[src/rtl/control_sequencer.sv]
// control_sequencer -- fetch/execute control FSM for a small accumulator CPU.
// Walks a synchronous program ROM and decodes each instruction into
// register-file and ALU controls. It also handles jumps, the operator
// handshake (WAIT) and HALT.
// Optional feature: define CONTROL_SEQUENCER_SYNC_EN to pass hsSwitch through a
// 2-flop synchronizer. This adds 2 cycles of handshake latency. Without the
// macro, the FSM samples hsSwitch directly.

package cpuConfig;
    typedef enum logic [1:0] {
        ALU_ADD  = 2'b00,
        ALU_SUB  = 2'b01,
        ALU_MUL  = 2'b10,
        ALU_PASS = 2'b11
    } aluFunc_t;
endpackage

module control_sequencer #(
    parameter int N      = 8,
    parameter int A_SIZE = 3,
    parameter int R_SIZE = 3
) (
    input  logic                      clk,
    input  logic                      nReset,
    input  logic [3+R_SIZE+N-1:0]     instr,
    input  logic                      hsSwitch,
    output logic [A_SIZE-1:0]         pcAddr,
    output logic                      writeReg,
    output cpuConfig::aluFunc_t       aluFunc,
    output logic                      aluImmediate,
    output logic                      immSwitches,
    output logic [R_SIZE-1:0]         opD,
    output logic [N-1:0]              opT,
    output logic                      waiting,
    output logic                      halted
);

    localparam int I_W = 3 + R_SIZE + N;

    typedef enum logic [2:0] {
        FETCH   = 3'd0,
        EXEC    = 3'd1,
        WAIT_HI = 3'd2,
        WAIT_LO = 3'd3,
        HALT    = 3'd4
    } state_t;

    typedef enum logic [2:0] {
        OP_ADD  = 3'b000,
        OP_ADDI = 3'b001,
        OP_SUB  = 3'b010,
        OP_MULI = 3'b011,
        OP_LDSW = 3'b100,
        OP_WAIT = 3'b101,
        OP_JMP  = 3'b110,
        OP_HALT = 3'b111
    } opcode_t;

    state_t             state_q, state_d;
    logic [A_SIZE-1:0]  pc_q, pc_d;
    logic [A_SIZE-1:0]  pc_inc_s;
    opcode_t            opcode_s;
    logic [R_SIZE-1:0]  field_d_s;
    logic [N-1:0]       field_t_s;
    logic               hs_s;

    assign opcode_s  = opcode_t'(instr[I_W-1:I_W-3]);
    assign field_d_s = instr[I_W-4:N];
    assign field_t_s = instr[N-1:0];
    // Natural wrap of the A_SIZE-bit adder gives the modulo-2^A_SIZE increment.
    assign pc_inc_s  = pc_q + {{(A_SIZE-1){1'b0}}, 1'b1};
    assign pcAddr    = pc_q;

`ifdef CONTROL_SEQUENCER_SYNC_EN
    logic sync1_q, sync2_q;

    // Two-flop synchronizer bringing the asynchronous operator switch into clk.
    always_ff @(posedge clk or negedge nReset) begin
        if (!nReset) begin
            sync1_q <= 1'b0;
            sync2_q <= 1'b0;
        end else begin
            sync1_q <= hsSwitch;
            sync2_q <= sync1_q;
        end
    end

    assign hs_s = sync2_q;
`else
    assign hs_s = hsSwitch;
`endif

    // State and program-counter registers; reset restarts execution at address 0.
    always_ff @(posedge clk or negedge nReset) begin
        if (!nReset) begin
            state_q <= FETCH;
            pc_q    <= {A_SIZE{1'b0}};
        end else begin
            state_q <= state_d;
            pc_q    <= pc_d;
        end
    end

    // Next-state, next-PC and instruction decode. Controls are only active in EXEC.
    always_comb begin
        state_d      = state_q;
        pc_d         = pc_q;
        writeReg     = 1'b0;
        aluFunc      = cpuConfig::ALU_ADD;
        aluImmediate = 1'b0;
        immSwitches  = 1'b0;
        opD          = {R_SIZE{1'b0}};
        opT          = {N{1'b0}};
        waiting      = 1'b0;
        halted       = 1'b0;
        case (state_q)
            FETCH: begin
                // One cycle for the ROM to present the word at pcAddr.
                state_d = EXEC;
            end
            EXEC: begin
                opD = field_d_s;
                opT = field_t_s;
                case (opcode_s)
                    OP_ADD: begin
                        writeReg = 1'b1;
                        pc_d     = pc_inc_s;
                        state_d  = FETCH;
                    end
                    OP_ADDI: begin
                        writeReg     = 1'b1;
                        aluImmediate = 1'b1;
                        pc_d         = pc_inc_s;
                        state_d      = FETCH;
                    end
                    OP_SUB: begin
                        writeReg = 1'b1;
                        aluFunc  = cpuConfig::ALU_SUB;
                        pc_d     = pc_inc_s;
                        state_d  = FETCH;
                    end
                    OP_MULI: begin
                        writeReg     = 1'b1;
                        aluImmediate = 1'b1;
                        aluFunc      = cpuConfig::ALU_MUL;
                        pc_d         = pc_inc_s;
                        state_d      = FETCH;
                    end
                    OP_LDSW: begin
                        writeReg     = 1'b1;
                        aluImmediate = 1'b1;
                        immSwitches  = 1'b1;
                        pc_d         = pc_inc_s;
                        state_d      = FETCH;
                    end
                    OP_WAIT: begin
                        // PC advances only once the handshake completes.
                        state_d = WAIT_HI;
                    end
                    OP_JMP: begin
                        pc_d    = field_t_s[A_SIZE-1:0];
                        state_d = FETCH;
                    end
                    OP_HALT: begin
                        state_d = HALT;
                    end
                    default: begin
                        state_d = FETCH;
                    end
                endcase
            end
            WAIT_HI: begin
                waiting = 1'b1;
                if (hs_s) begin
                    state_d = WAIT_LO;
                end else begin
                    state_d = WAIT_HI;
                end
            end
            WAIT_LO: begin
                waiting = 1'b1;
                if (!hs_s) begin
                    pc_d    = pc_inc_s;
                    state_d = FETCH;
                end else begin
                    state_d = WAIT_LO;
                end
            end
            HALT: begin
                halted  = 1'b1;
                state_d = HALT;
            end
            default: begin
                state_d = FETCH;
                pc_d    = {A_SIZE{1'b0}};
            end
        endcase
    end

endmodule

[config.mk]
export PLATFORM = sky130hd
export DESIGN_NAME = control_sequencer
export DESIGN_NICKNAME = d
export VERILOG_FILES = /design/src/rtl/control_sequencer.sv
export SDC_FILE = /design/constraint.sdc
export NUM_CORES = 1
export LEC_CHECK = 0
export BUFFER_PORTS_ARGS = -buffer_cell sky130_fd_sc_hd__buf_2
export CELL_PAD_IN_SITES_DETAIL_PLACEMENT = 1
export CELL_PAD_IN_SITES_GLOBAL_PLACEMENT = 2
export CORE_MARGIN = 1.5
export CORE_UTILIZATION = 20
export CTS_CLUSTER_DIAMETER = 30
export DETAILED_ROUTE_END_ITERATION = 12
export PLACE_DENSITY_LB_ADDON = 0.05
export SLEW_MARGIN = 10
export SYNTH_ARGS = -nofsm -noshare
export SYNTH_HDL_FRONTEND = slang
export SYNTH_SLANG_ARGS = --single-unit
[constraint.sdc]
create_clock -name clk -period 1.8 [get_ports clk]
set_clock_uncertainty 0.15 [all_clocks]
set_input_delay 0.18 -clock clk [delete_from_list [all_inputs] [get_ports clk]]
set_output_delay 0.18 -clock clk [all_outputs]
set_load 0.02 [all_outputs]
==> results of run 1 <==
## cells in the mapped netlist
| master | n |
|---|---|
| a21oi_1 | 4 |
| a32oi_2 | 1 |
| and2_1 | 11 |
| and4_1 | 1 |
| and4bb_1 | 1 |
| buf_2 | 1 |
| buf_6 | 1 |
| clkbuf_1 | 1 |
| dfrtp_1 | 6 |
| ha_1 | 1 |
| inv_1 | 4 |
| mux2_4 | 1 |
| mux2i_1 | 1 |
| nand2_1 | 4 |
| nand2b_4 | 1 |
| nand3_1 | 1 |
| nand3b_1 | 2 |
| nor2_1 | 7 |
| nor2b_1 | 1 |
| nor3_1 | 4 |
| nor3b_2 | 1 |
| nor4_2 | 1 |
| o21ai_0 | 2 |
| o21ai_1 | 1 |
| o21ai_2 | 1 |
| o31a_1 | 1 |
| o31ai_1 | 1 |
| o41ai_2 | 1 |
| or2_1 | 1 |
| or2_4 | 1 |
## state kept, by name, summed over array words and instances, names as in the netlist
name	count
pcAddr	3
state_q	3
## tightest hold or removal path: stages
cell and delay, ps:
buf_2 90, o21ai_0 80, o41ai_2 60
## metrics by stage
stage	area, µm²	setup slack (ps)	power (mW)	cells	util
final	836	47.1	1.34	137	0.331
after global routing	836	0.789	1.45	137	0.331
after CTS	811	35.4	1.33	136	0.321
after detailed placement	764	162	1.17	131	0.303
after global placement	764	183	1.16	131	0.303
after floorplan	547	91.3	0.892	65	-
## timing repair
action | in CTS | in global routing
pin swaps | 0 | 1
endpoints found under the setup margin | 15 | 14
resized for setup | 3 | 4
endpoints found under the hold margin | 6 | 0
buffers inserted | 1 | 1
hold buffers | 1 | 0
## cells in the final DEF (no fill, tap or decap), drive strengths merged
cell type / count
nor2: 7
buf: 41
a21oi: 4
mux2i: 1
or2: 2
o21ai: 4
o31ai: 1
dlygate4sd3: 1
nor3b: 1
nand2: 4
and4: 1
nor2b: 1
mux2: 1
nand3: 1
inv: 4
and4bb: 1
clkbuf: 3
nand2b: 1
ha: 1
o41ai: 1
and2: 11
nand3b: 2
dfrtp: 6
nor4: 1
a32oi: 1
nor3: 4
o31a: 1
## routing by layer
layer,global-route usage,up-vias
met4,0.0418,0
met5,0,-
li1,-,309
met2,0.160,18
met1,0.154,281
met3,0.0117,0
## power by group through the flow
stage	Sequential (mW)	Clock (mW)	Combinational, mW
after CTS	0.259	0.127	0.945
after global routing	0.273	0.127	1.05
final	0.260	0.118	0.960
after floorplan	0.280	0	0.612
after detailed placement	0.264	0	0.905
after global placement	0.264	0	0.895
## layout make-up
| cell class | count | area (µm²) |
|---|---|---|
| Tap cell | 30 | 37.5 |
| Multi-Input combinational cell | 52 | 380 |
| Timing Repair Buffer | 42 | 228 |
| Inverter | 4 | 15.0 |
| Clock buffer | 3 | 22.5 |
| Fill cell | 319 | 1690 |
| Sequential cell | 6 | 153 |
## kinds of logic after synthesis
family          count (synthesis)  synth area share
simple gates                   37             0.423
compound gates                 12             0.169
buf+inv                         7            0.0640
flops                           6             0.275
mux                             2            0.0458
fa+ha+maj                       1            0.0229
## worst max-delay path by stage
stage                                    start          end  depth (start not counted)
after global routing      state_q[2]$_DFF_PN0_  immSwitches                          4
final                     state_q[2]$_DFF_PN0_  immSwitches                          4
after CTS                 state_q[0]$_DFF_PN0_  immSwitches                          4
after global placement    state_q[2]$_DFF_PN0_  immSwitches                          4
after floorplan           state_q[2]$_DFF_PN0_   aluFunc[1]                          4
after detailed placement  state_q[2]$_DFF_PN0_  immSwitches                          4
==> summary.txt, run 1 <==
STA
  – Final period utilization: 0.974
  – Crit path time final: 1750 ps
  – Fmax: 570 MHz
  – WHS: 55.5 ps
  – RSZ-0062 raised after global routing: no
  – Hold Fails Final Rpt: 0
  – Setup TNS Final: 0 ps
  – Worst rel slew slack: 0.792
  – Measured slew at the worst slew-check pin: 311 ps
  – Final Max Tran Viols: 0
  – Endpoints failing setup: 0

Clocking
  – CTS tree: done
  – Clock Pin Slew Worst Setup and Hold Paths: 40 ps
  – Cts bufs inserted: 3
  – Clock sink count: 6
  – CTS Buffer Depth: 2
  – Clk_lat worst skew: 240 ps
  – Htree depth: 1
  – CTS root buffer: clkbuf_4

Min path
  – Worst Hold Class: input pin to flip-flop
  – Cells on Worst Hold Path: 3
  – Hold Path End: state_q[1]$_DFF_PN0_
  – Hold Startpoint: hsSwitch

Floorplan
  – Io pins: 38
  – Die Height: 55.3 µm
  – Starting Density: 0.217
  – CORE AREA: 2520 µm²
  – Die area: 3060 µm²
  – # rows: 18
  – Chip width: 55.3 µm

Critical path
  – Worst path buffer plus inverter count: 1
  – Reg2reg path depth: 3
  – RR Endpoint: pcAddr[1]$_DFFE_PN0P_
  – Reg2reg start: state_q[1]$_DFF_PN0_
  – Kind of cell adding the most delay to the critical path: simple AND/OR/NAND/NOR gates
  – Worst path required time: 1470 ps
  – Critical path fanouts, max: 6
  – Slowest cell on crit path: dfrtp_2
  – Slack of the worst reg-to-reg path: 180 ps
  – Setup CP Type: flip-flop to primary output
  – CP max stage delay: 390 ps
  – Crit path cell chain: nand2b_4 > or2_4 > nor4_4 > buf_2
  – Data arrival, critical path: 1420 ps
  – Crit end category: primary output
  – Startpoint types: flip-flop

Power and ir drop
  – Power Internal: 0.683 mW
  – Power density over the cells: 1600 nW/µm²
  – Switching power: 0.655 mW
  – Pleak: 0.445 nW
  – Worst vdd ir: 614 µV
  – Sw Share: 0.489
  – Seq pwr share: 0.195
  – Clk network pwr share: 0.088
  – Comb power frac: 0.717

Detailed routing
  – Met1 wire length: 735 µm
  – Metal3 WL: 90 µm
  – Drt initial violations: 8
  – Max layer used: met3
  – Metal2 WL: 802 µm
  – Total number of vias: 608
  – Vias/cell: 4.44
  – Drt drc: 0
  – Wire per inst: 11.9 µm
  – Antenna Nets Post-Route: 0
  – Total Wirelength: 1.63 mm
  – DR pass1 iterations: 3

Flow run
  – Max-cap violation count: 0

Global routing
  – Largest net degree at the start of global routing: 10
  – GRT Util Overall: 0.106
  – First-pass GRT wire length: 2.69 mm
  – Vias in the first global route: 570
  – Initial antenna violation count: 0
  – Grt ovf: 0

Placement
  – GP Congestion: 0.744
  – Number of I/O port buffers: 37
  – Detail Placement HPWL: 1.37 mm

Yosys
  – Post-synthesis area per instance: 8.41 µm²
  – Largest cells by area after synthesis: dfrtp_1, and2_1, nor2_1
  – YS warnings: 0
  – Post-Syn Area: 547 µm²
  – Unique masters post-synth: 30
  – #FFs+latches synth: 6
  – Syn_nets: 83
  – Synth top area share: 0.275
  – Post-synth top area cell: dfrtp_1
  – Post-Synthesis Cells: 65
  – Register area share after synthesis: 0.275

Final layout
  – Fin nets: 127
  – Diodes inserted: 0
  – Share of cells above drive strength 1: 0.533
  – Area growth from synthesis to layout: 52.9%

Status
  – Status: complete, no violations
No activity file was read; power rests on OpenSTA's default activity.
==> run 2: changes to the inputs <==
Settings changed: GPL_ROUTABILITY_DRIVEN from default to 1, HOLD_SLACK_MARGIN from default to 0.06, TNS_END_PERCENT from default to 50.
==> run 2 against run 1 <==
Effect of this change: worst setup slack lost 4.2 ps; sequential share of layout area shrank 0.22 points; via count grew 0.99%; critical path depth is the same; sequential cell count is the same; non-clock buffer count grew 1; wire length grew 1.1%; hold slack gained 64 ps; power grew 0.29%; fmax shrank 0.24%; final cell count grew 0.73%.
==> summary.txt, run 2 (synthesized netlist as in run 1, its figures left out) <==
Clocking
  – Clock Pin Slew Worst Setup and Hold Paths: 40 ps
  – Cts bufs inserted: 3
  – CTS root buffer: clkbuf_4
  – CTS Buffer Depth: 2
  – Clk_lat worst skew: 240 ps
  – Clock sink count: 6
  – Htree depth: 1
  – CTS tree: done

STA
  – Fmax: 569 MHz
  – RSZ-0062 raised after global routing: no
  – Worst setup margin: 42.9 ps
  – Final period utilization: 0.976
  – Crit path time final: 1760 ps
  – Setup TNS Final: 0 ps
  – Final Max Tran Viols: 0
  – Worst rel slew slack: 0.793
  – Hold Fails Final Rpt: 0
  – Measured slew at the worst slew-check pin: 311 ps
  – Endpoints failing setup: 0
  – WHS: 120 ps

Critical path
  – Critical path fanouts, max: 6
  – Crit path cell chain: nand2b_4 > or2_4 > nor4_4 > buf_2
  – CP max stage delay: 390 ps
  – Worst path required time: 1470 ps
  – Worst path buffer plus inverter count: 1
  – Data arrival, critical path: 1430 ps
  – Slowest cell on crit path: dfrtp_2
  – Startpoint types: flip-flop
  – Crit end category: primary output
  – Kind of cell adding the most delay to the critical path: simple AND/OR/NAND/NOR gates
  – Setup CP Type: flip-flop to primary output

Global routing
  – Initial antenna violation count: 0
  – Largest net degree at the start of global routing: 10
  – Grt ovf: 0
  – GRT Util Overall: 0.106
  – First-pass GRT wire length: 2.69 mm
  – Vias in the first global route: 574

Final layout
  – Multi-input gate area: 380 µm²
  – Fill cells: 318
  – Fin nets: 128
  – FF+latch area: 153 µm²
  – Finished Layout Cells: 138
  – Commonest non-fill, non-tap cell in the layout: buf_2
  – Design area: 846 µm²
  – Area growth from synthesis to layout: 54.7%
  – Diodes inserted: 0
  – Share of cells above drive strength 1: 0.528
  – Most frequent cells in the layout: buf_2, and2_1, nor2_1, buf_4
  – Layout Utilization: 0.335

Detailed routing
  – DR pass1 iterations: 2
  – Total number of vias: 614
  – Wire per inst: 11.9 µm
  – Antenna Nets Post-Route: 0
  – Drt drc: 0
  – Drt initial violations: 9
  – Total Wirelength: 1.65 mm
  – Vias/cell: 4.45

Placement
  – Dpl ws: 162 ps
  – Detail Placement HPWL: 1.37 mm
  – Dpl cells: 131
  – Number of I/O port buffers: 37
  – GP Congestion: 0.744
  – Placed Instance Area: 764 µm²

Floorplan
  – Die Height: 55.3 µm
  – CORE AREA: 2520 µm²
  – Io pins: 38
  – Die area: 3060 µm²
  – Starting Density: 0.217
  – # rows: 18
  – Chip width: 55.3 µm

Power and ir drop
  – Total Power: 1.34 mW
  – Power density over the cells: 1590 nW/µm²
  – Worst vdd ir: 614 µV
  – Pleak: 0.449 nW

Status
  – Status: complete, no violations

Min path
  – Worst Hold Class: input pin to flip-flop

Flow run
  – Max-cap violation count: 0
==> run 2: cell type report <==
cell class | count | share of cell area
clock buffer | 3 | 0.0266
inverter | 4 | 0.0178
timing repair buffer | 43 | 0.281
multi-input combinational | 52 | 0.450
tap | 30 | 0.0444
sequential | 6 | 0.180
==> run 2: worst paths after layout <==
path	start	endpoint	slack, ps	depth (start not counted)
setup reg to reg	state_q[1]$_DFF_PN0_	pcAddr[1]$_DFFE_PN0P_	180	3
min in group asynchronous	nReset	state_q[1]$_DFF_PN0_	150	2
hold reg to reg	pcAddr[1]$_DFFE_PN0P_	pcAddr[1]$_DFFE_PN0P_	400	1
hold / removal	instr[12]	state_q[1]$_DFF_PN0_	120	2
setup / recovery	state_q[2]$_DFF_PN0_	immSwitches	40	4
max in group asynchronous	nReset	state_q[2]$_DFF_PN0_	1200	2
==> run 2: where the power goes <==
group	leakage, nW	internal (mW)	total (mW)	switching, mW
clock network	0.0138	0.0750	0.118	0.0426
logic	0.359	0.417	0.963	0.547
registers	0.0762	0.193	0.260	0.0676
total	0.449	0.684	1.34	0.657
==> run 2: timing repair <==
item,4_1_cts,5_1_grt
pin swaps,0,1
resized for setup,3,4
hold buffers,2,0
endpoints found under the hold margin,7,0
endpoints found under the setup margin,15,14
setup buffers,1,1
==> run 2: worst reg2reg max path, delay by kind of cell, from the launching register on <==
family / cells / cell delay, ps
flip-flops: 1 / 440
multiplexers: 1 / 330
AND/OR/NAND/NOR: 1 / 290
AO/OA/AOI/OAI: 1 / 280
==> run 2: routing by layer <==
| metal | routed length [µm] | global-route usage |
|---|---|---|
| met2 | 803 | 0.160 |
| met3 | 90 | 0.0117 |
| met4 | 0 | 0.0418 |
| met1 | 750 | 0.154 |
| met5 | 0 | 0 |
